`config.mk`:
```
export PLATFORM = sky130hd
export DESIGN_NAME = fp_mul_pipe
export DESIGN_NICKNAME = d
export VERILOG_FILES = /design/src/rtl/fp_mul_pkg.sv /design/src/rtl/fp_unpack_class.sv /design/src/rtl/fp_mul_pipe.sv
export SDC_FILE = /design/constraint.sdc
export NUM_CORES = 2
export LEC_CHECK = 0
export ABC_AREA = 1
export ABC_CLOCK_PERIOD_IN_PS = 7460
export CAP_MARGIN = 0
export CORE_ASPECT_RATIO = 1.2
export CORE_MARGIN = 4
export CORE_UTILIZATION = 56
export CTS_CLUSTER_SIZE = 12
export DETAILED_ROUTE_END_ITERATION = 8
export HOLD_SLACK_MARGIN = 0.05
export PLACE_DENSITY = 0.8
export REMOVE_ABC_BUFFERS = 1
export SLEW_MARGIN = 20
export SYNTH_ARGS = -nofsm -noshare
export SYNTH_HDL_FRONTEND = slang
export SYNTH_HIERARCHICAL = 1
export SYNTH_SLANG_ARGS = --single-unit
```
`constraint.sdc`:
```
create_clock -name clk -period 7.46 [get_ports clk]
set_input_delay 1.119 -clock clk [delete_from_list [all_inputs] [get_ports clk]]
set_output_delay 1.119 -clock clk [all_outputs]
set_load 0.01 [all_outputs]
```
`src/rtl/fp_mul_pkg.sv`:
```
// Shared types and helpers for the pipelined floating-point multiplier.
package fp_mul_pkg;

    typedef enum logic [1:0] {
        FP_ZERO = 2'd0,
        FP_NORM = 2'd1,
        FP_INF  = 2'd2,
        FP_NAN  = 2'd3
    } fp_class_t;

    // Bit positions inside flags = {invalid, overflow, underflow, inexact}
    localparam int FLAG_INVALID   = 3;
    localparam int FLAG_OVERFLOW  = 2;
    localparam int FLAG_UNDERFLOW = 1;
    localparam int FLAG_INEXACT   = 0;

    function automatic int bias(input int exp_w);
        return (1 << (exp_w - 1)) - 1;
    endfunction

    function automatic logic [63:0] qnan(input int exp_w, input int frac_w);
        logic [63:0] e_ones;
        e_ones = (64'd1 << exp_w) - 64'd1;
        return (e_ones << frac_w) | (64'd1 << (frac_w - 1));
    endfunction

endpackage

```
`src/rtl/fp_unpack_class.sv`:
```
// Field split and classification of one operand; subnormals are treated as zero.
module fp_unpack_class
    import fp_mul_pkg::*;
#(
    parameter int EXP_W  = 8,
    parameter int FRAC_W = 23
) (
    input  logic [EXP_W+FRAC_W:0] op,
    output logic                  sign,
    output logic [EXP_W-1:0]      exp,
    output logic [FRAC_W:0]       sig,
    output logic [1:0]            cls
);

    logic [FRAC_W-1:0] frac;
    fp_class_t         cls_e;

    always_comb begin
        sign  = op[EXP_W+FRAC_W];
        exp   = op[EXP_W+FRAC_W-1:FRAC_W];
        frac  = op[FRAC_W-1:0];
        cls_e = FP_NORM;
        if (exp == '0) begin
            cls_e = FP_ZERO;
        end else if (&exp) begin
            cls_e = (frac == '0) ? FP_INF : FP_NAN;
        end
        sig = (cls_e == FP_NORM) ? {1'b1, frac} : '0;
    end

    assign cls = cls_e;

endmodule

```
`src/rtl/fp_mul_pipe.sv`:
```
// Three-stage IEEE-754-style multiplier (unpack / multiply / normalise-round-pack).
// Exception flags are built only when FP_MUL_FLAGS_EN is defined; otherwise flags read 0.
module fp_mul_pipe
    import fp_mul_pkg::*;
#(
    parameter int EXP_W  = 8,
    parameter int FRAC_W = 23
) (
    input  logic                  clk,
    input  logic                  rst,
    input  logic [EXP_W+FRAC_W:0] input_a,
    input  logic [EXP_W+FRAC_W:0] input_b,
    input  logic                  in_valid,
    output logic                  in_ready,
    output logic [EXP_W+FRAC_W:0] output_z,
    output logic                  out_valid,
    input  logic                  out_ready,
    output logic [3:0]            flags
);

    localparam int W      = 1 + EXP_W + FRAC_W;
    localparam int PROD_W = 2 * FRAC_W + 2;
    localparam int EXPS_W = EXP_W + 2;
    localparam logic [W-1:0]             QNAN    = W'(qnan(EXP_W, FRAC_W));
    localparam logic signed [EXPS_W-1:0] BIAS_S  = EXPS_W'(bias(EXP_W));
    localparam logic signed [EXPS_W-1:0] EXP_MAX = EXPS_W'((1 << EXP_W) - 1);
    localparam logic signed [EXPS_W-1:0] ONE_S   = EXPS_W'(1);
    localparam logic signed [EXPS_W-1:0] ZERO_S  = '0;

    function automatic logic rne_up(input logic lsb, input logic g, input logic r, input logic s);
        return g & (r | s | lsb);
    endfunction

    function automatic logic [W-1:0] sat_inf(input logic sign);
        return {sign, {EXP_W{1'b1}}, {FRAC_W{1'b0}}};
    endfunction

    function automatic logic [W-1:0] flush_zero(input logic sign);
        return {sign, {(W-1){1'b0}}};
    endfunction

    logic en;
    logic vld_p0, vld_p1, vld_p2;

    logic                     sign_a, sign_b;
    logic [EXP_W-1:0]         exp_a, exp_b;
    logic [FRAC_W:0]          sig_a, sig_b;
    logic [1:0]               cls_a, cls_b;
    logic signed [EXPS_W-1:0] exp_s1;

    logic                     sign_p0;
    logic signed [EXPS_W-1:0] exp_p0;
    logic [FRAC_W:0]          sig_a_p0, sig_b_p0;
    logic [1:0]               cls_a_p0, cls_b_p0;

    logic                     sign_p1;
    logic signed [EXPS_W-1:0] exp_p1;
    logic [PROD_W-1:0]        prod_p1;
    logic [1:0]               cls_a_p1, cls_b_p1;

    logic                     norm_shift, g_bit, r_bit, s_bit, up;
    logic [FRAC_W-1:0]        frac_n;
    logic [FRAC_W:0]          frac_r;
    logic signed [EXPS_W-1:0] exp_n, exp_r;
    logic [W-1:0]             z_n;

    assign en        = ~vld_p2 | out_ready;
    assign in_ready  = en;
    assign out_valid = vld_p2;

    fp_unpack_class #(.EXP_W(EXP_W), .FRAC_W(FRAC_W)) u_unpack_a (
        .op(input_a), .sign(sign_a), .exp(exp_a), .sig(sig_a), .cls(cls_a)
    );

    fp_unpack_class #(.EXP_W(EXP_W), .FRAC_W(FRAC_W)) u_unpack_b (
        .op(input_b), .sign(sign_b), .exp(exp_b), .sig(sig_b), .cls(cls_b)
    );

    // Wide enough that ea+eb-BIAS never wraps for any pair of fields
    assign exp_s1 = $signed({2'b00, exp_a}) + $signed({2'b00, exp_b}) - BIAS_S;

    always_ff @(posedge clk or posedge rst) begin
        if (rst) begin
            vld_p0 <= 1'b0;
            vld_p1 <= 1'b0;
            vld_p2 <= 1'b0;
        end else if (en) begin
            vld_p0 <= in_valid;
            vld_p1 <= vld_p0;
            vld_p2 <= vld_p1;
        end
    end

    // Stage 1 -> 2: unpacked operands
    always_ff @(posedge clk) begin
        if (en) begin
            sign_p0  <= sign_a ^ sign_b;
            exp_p0   <= exp_s1;
            sig_a_p0 <= sig_a;
            sig_b_p0 <= sig_b;
            cls_a_p0 <= cls_a;
            cls_b_p0 <= cls_b;
        end
    end

    // Stage 2 -> 3: raw significand product
    always_ff @(posedge clk) begin
        if (en) begin
            sign_p1  <= sign_p0;
            exp_p1   <= exp_p0;
            prod_p1  <= sig_a_p0 * sig_b_p0;
            cls_a_p1 <= cls_a_p0;
            cls_b_p1 <= cls_b_p0;
        end
    end

`ifdef FP_MUL_FLAGS_EN
    logic [3:0] flags_n;
    logic [3:0] flags_p2;
`endif

    always_comb begin
        norm_shift = prod_p1[PROD_W-1];
        if (norm_shift) begin
            frac_n = prod_p1[PROD_W-2 -: FRAC_W];
            g_bit  = prod_p1[PROD_W-2-FRAC_W];
            r_bit  = prod_p1[PROD_W-3-FRAC_W];
            s_bit  = |prod_p1[PROD_W-4-FRAC_W:0];
            exp_n  = exp_p1 + ONE_S;
        end else begin
            frac_n = prod_p1[PROD_W-3 -: FRAC_W];
            g_bit  = prod_p1[PROD_W-3-FRAC_W];
            r_bit  = prod_p1[PROD_W-4-FRAC_W];
            s_bit  = |prod_p1[PROD_W-5-FRAC_W:0];
            exp_n  = exp_p1;
        end
        up     = rne_up(frac_n[0], g_bit, r_bit, s_bit);
        frac_r = {1'b0, frac_n} + {{FRAC_W{1'b0}}, up};
        // A carry out of the fraction leaves it all-zero, so only the exponent moves
        exp_r  = exp_n + (frac_r[FRAC_W] ? ONE_S : ZERO_S);
`ifdef FP_MUL_FLAGS_EN
        flags_n = 4'b0000;
`endif
        if ((cls_a_p1 == FP_NAN) || (cls_b_p1 == FP_NAN) ||
            (cls_a_p1 == FP_INF && cls_b_p1 == FP_ZERO) ||
            (cls_a_p1 == FP_ZERO && cls_b_p1 == FP_INF)) begin
            z_n = QNAN;
`ifdef FP_MUL_FLAGS_EN
            flags_n[FLAG_INVALID] = 1'b1;
`endif
        end else if (cls_a_p1 == FP_INF || cls_b_p1 == FP_INF) begin
            z_n = sat_inf(sign_p1);
        end else if (cls_a_p1 == FP_ZERO || cls_b_p1 == FP_ZERO) begin
            z_n = flush_zero(sign_p1);
        end else if (exp_r >= EXP_MAX) begin
            z_n = sat_inf(sign_p1);
`ifdef FP_MUL_FLAGS_EN
            flags_n[FLAG_OVERFLOW] = 1'b1;
            flags_n[FLAG_INEXACT]  = 1'b1;
`endif
        end else if (exp_r <= ZERO_S) begin
            z_n = flush_zero(sign_p1);
`ifdef FP_MUL_FLAGS_EN
            flags_n[FLAG_UNDERFLOW] = 1'b1;
            flags_n[FLAG_INEXACT]   = 1'b1;
`endif
        end else begin
            z_n = {sign_p1, exp_r[EXP_W-1:0], frac_r[FRAC_W-1:0]};
`ifdef FP_MUL_FLAGS_EN
            flags_n[FLAG_INEXACT] = g_bit | r_bit | s_bit;
`endif
        end
    end

    // Stage 3 -> output: packed result
    always_ff @(posedge clk or posedge rst) begin
        if (rst) begin
            output_z <= '0;
        end else if (en && vld_p1) begin
            output_z <= z_n;
        end
    end

`ifdef FP_MUL_FLAGS_EN
    always_ff @(posedge clk or posedge rst) begin
        if (rst) begin
            flags_p2 <= 4'b0000;
        end else if (en && vld_p1) begin
            flags_p2 <= flags_n;
        end
    end
    assign flags = flags_p2;
`else
    assign flags = 4'b0000;
`endif

endmodule

```
==> flow_summary.json <==
{
  "start_util": 0.5661,
  "areaGrowthSynthToFinish_pct": 7.773,
  "finalNetCount": 4192,
  "cts_buffer_depth": 2,
  "yosys_warnings": 6,
  "postLayoutCellArea_sq_um": 30030,
  "synth-seq-area-share": 0.1672,
  "die_h_microns": 252.4,
  "num_vias": 21382,
  "drv_slew": 0,
  "cts_made_buffers": 17,
  "die_w_microns": 211.6,
  "nFillCells": 4110,
  "grt_max_degree": 71,
  "rr_worst_depth": 23,
  "coreArea_sq_um": 49220,
  "final_common_cell": "inv_1",
  "postCtsHoldBufs": 0,
  "io_buffers": 101,
  "holdPathStages": 0,
  "drv_cap": 0,
  "synth_cell_types": 54,
  "clk_latency_ns": 0.47,
  "rsz0062_at_grt": "no",
  "globalplace.congestion": 0.9492,
  "min_period_over_period": 0.9419,
  "mostFrequentLayoutCells": "1007 x inv_1, 833 x nand2_1, 483 x fa_1",
  "synth-edff-count": 126,
  "fin_crit_ns": 7.026,
  "wl_per_cell_microns": 16.91,
  "antennaDiodeCount": 0,
  "hold_viol_final": 0,
  "crit_path_max_fanout": 22,
  "final.setup.tns_ns": 0,
  "cts_root_buffer": "clkbuf_16",
  "ys_async_sr_fraction": 0.2174,
  "vias_per_cell": 5.219,
  "start_kind": "register",
  "dpl_cell_area_sq_um": 29410,
  "dp_slack_ns": 0.5335,
  "dieArea_sq_um": 53410,
  "required_ns": 7.68,
  "first_pass_iters": 7,
  "fin_skew_ns": 0.01835,
  "track_usage": 0.2686,
  "synth_ff_type": "edfxtp_1",
  "grt.overflow.total": 0,
  "final_layout_size_suffix_gt1_frac": 0.05520,
  "post_cts_resized": 0,
  "cp.arrival_ns": 7.25,
  "outcome": "finished clean",
  "fin_hold_ws_ns": 0.4215,
  "clkSinkCount": 161,
  "drt-initial-drc-count": 1739,
  "antenna_found_initial": 0,
  "drc": 0,
  "tightest_slew_ns": 1.117,
  "wl_mm": 69.29,
  "dp_hpwl_mm": 57.42,
  "post-cts-setup-buffers": 0,
  "tritoncts": "built",
  "slew_headroom": 0.2557,
  "synthCells": 3401,
  "worstHoldPathType": "register to register",
  "clk_pin_slew_worst_paths_ns": 0.08,
  "ant_nets": 0,
  "io_pins": 106,
  "htree_levels": 4,
  "fmax_mhz": 142.3,
  "synth-seq-cells": 161,
  "fin_ws_ns": 0.4336,
  "crit_path_end_kind": "register",
  "netlist_area_sq_um": 27860,
  "grt_pass1_vias": 22533,
  "grt_pass1_wl_mm": 113.9,
  "setup-violations-final": 0,
  "syn_area_per_cell_sq_um": 8.193,
  "num_rows": 89,
  "critical_path_class": "register to register"
}
-- sequential cells by signal (all words and copies together), names as in the netlist, 10 cells and up --
| signal | cells |
|---|---|
| exp_p0 | 10 |
| exp_p1 | 10 |
| sig_b_p0 | 24 |
| sig_a_p0 | 24 |
| prod_p1 | 48 |
| output_z | 32 |
-- per-stage QoR --
step / util / instances
6_report: 0.6101 / 4097
3_3_place_gp: 0.5976 / 4064
2_1_floorplan: - / 3272
3_5_place_dp: 0.5976 / 4064
5_1_grt: 0.6101 / 4097
4_1_cts: 0.6100 / 4096
-- routing by layer --
metal	global-route usage	wire (microns)	vias up
li1	-	-	9849
met1	0.3383	26330	10329
met2	0.4592	34250	1001
met3	0.05760	6069	203
met4	0.09739	2643	0
met5	0	0	-
-- critical path, cell delays in order, from the launching register on --
cell and delay [ns]:
edfxtp_1 0.82, buf_4 0.33, nand2_1 0.06, inv_1 0.08, fa_1 0.56, inv_1 0.06
fa_1 0.47, inv_1 0.06, fa_1 0.50, fa_1 0.63, fa_1 0.48, fa_1 0.50
inv_1 0.05, fa_1 0.47, inv_1 0.04, ha_1 0.34, nand2_1 0.12, nor2_1 0.10
inv_1 0.09, nor4_1 0.41, nand3_1 0.15, nand3_1 0.20, a21oi_1 0.12, xnor2_1 0.13
-- cell usage after synthesis (15+ instances only) --
| cell | count | area share |
|---|---|---|
| fa_1 | 483 | 0.35 |
| a21oi_1 | 72 | 0.013 |
| ha_1 | 194 | 0.087 |
| nand3_1 | 45 | 0.0081 |
| dfrtp_1 | 35 | 0.031 |
| nor2_1 | 153 | 0.021 |
| nor2_4 | 26 | 0.011 |
| nand4_1 | 15 | 0.0034 |
| buf_4 | 23 | 0.0062 |
| nand2_1 | 833 | 0.11 |
| clkbuf_1 | 99 | 0.013 |
| inv_1 | 1008 | 0.14 |
| edfxtp_1 | 126 | 0.14 |
| xnor2_1 | 25 | 0.0079 |
| nor2_2 | 29 | 0.0065 |
| xor2_1 | 42 | 0.013 |
| o21ai_0 | 50 | 0.0090 |
-- cells by family (layout without fill, tap and decap cells) --
family / after synthesis / after routing / synth area share
XOR/XNOR: 68 / 68 / 0.02164
AO/OA/AOI/OAI: 187 / 187 / 0.03853
multiplexers: 8 / 8 / 0.002874
flip-flops: 161 / 161 / 0.1672
other: 1 / 4 / 0.0001346
AND/OR/NAND/NOR: 1146 / 1146 / 0.1732
buffers and inverters: 1153 / 1209 / 0.1622
adder cells (fa/ha/maj): 677 / 677 / 0.4341
-- cell type report --
type	count	area (sq um)	area share
flip-flops and latches	161	4659	0.1552
repair buffers	156	1421	0.04733
inverters	1021	3846	0.1281
multi-input cells	2090	18700	0.6226
well taps	637	797.0	0.02654
clock buffers	17	425.4	0.01417
clock inverters	15	185.2	0.006166
-- final timing paths --
kind                              start          end  slack [ns]
hold reg to reg               exp_p0[5]    exp_p1[5]        0.42
max in group asynchronous           rst  output_z[8]        6.06
min in group asynchronous           rst    out_valid        1.06
setup reg to reg           sig_b_p0[12]  prod_p1[45]        0.43
hold / removal                exp_p0[5]    exp_p1[5]        0.42
setup / recovery           sig_b_p0[12]  prod_p1[45]        0.43
Power is left out: the tool's default activity adds up to more than one toggle a clock period on the data nets, which glitch-free logic cannot reach.
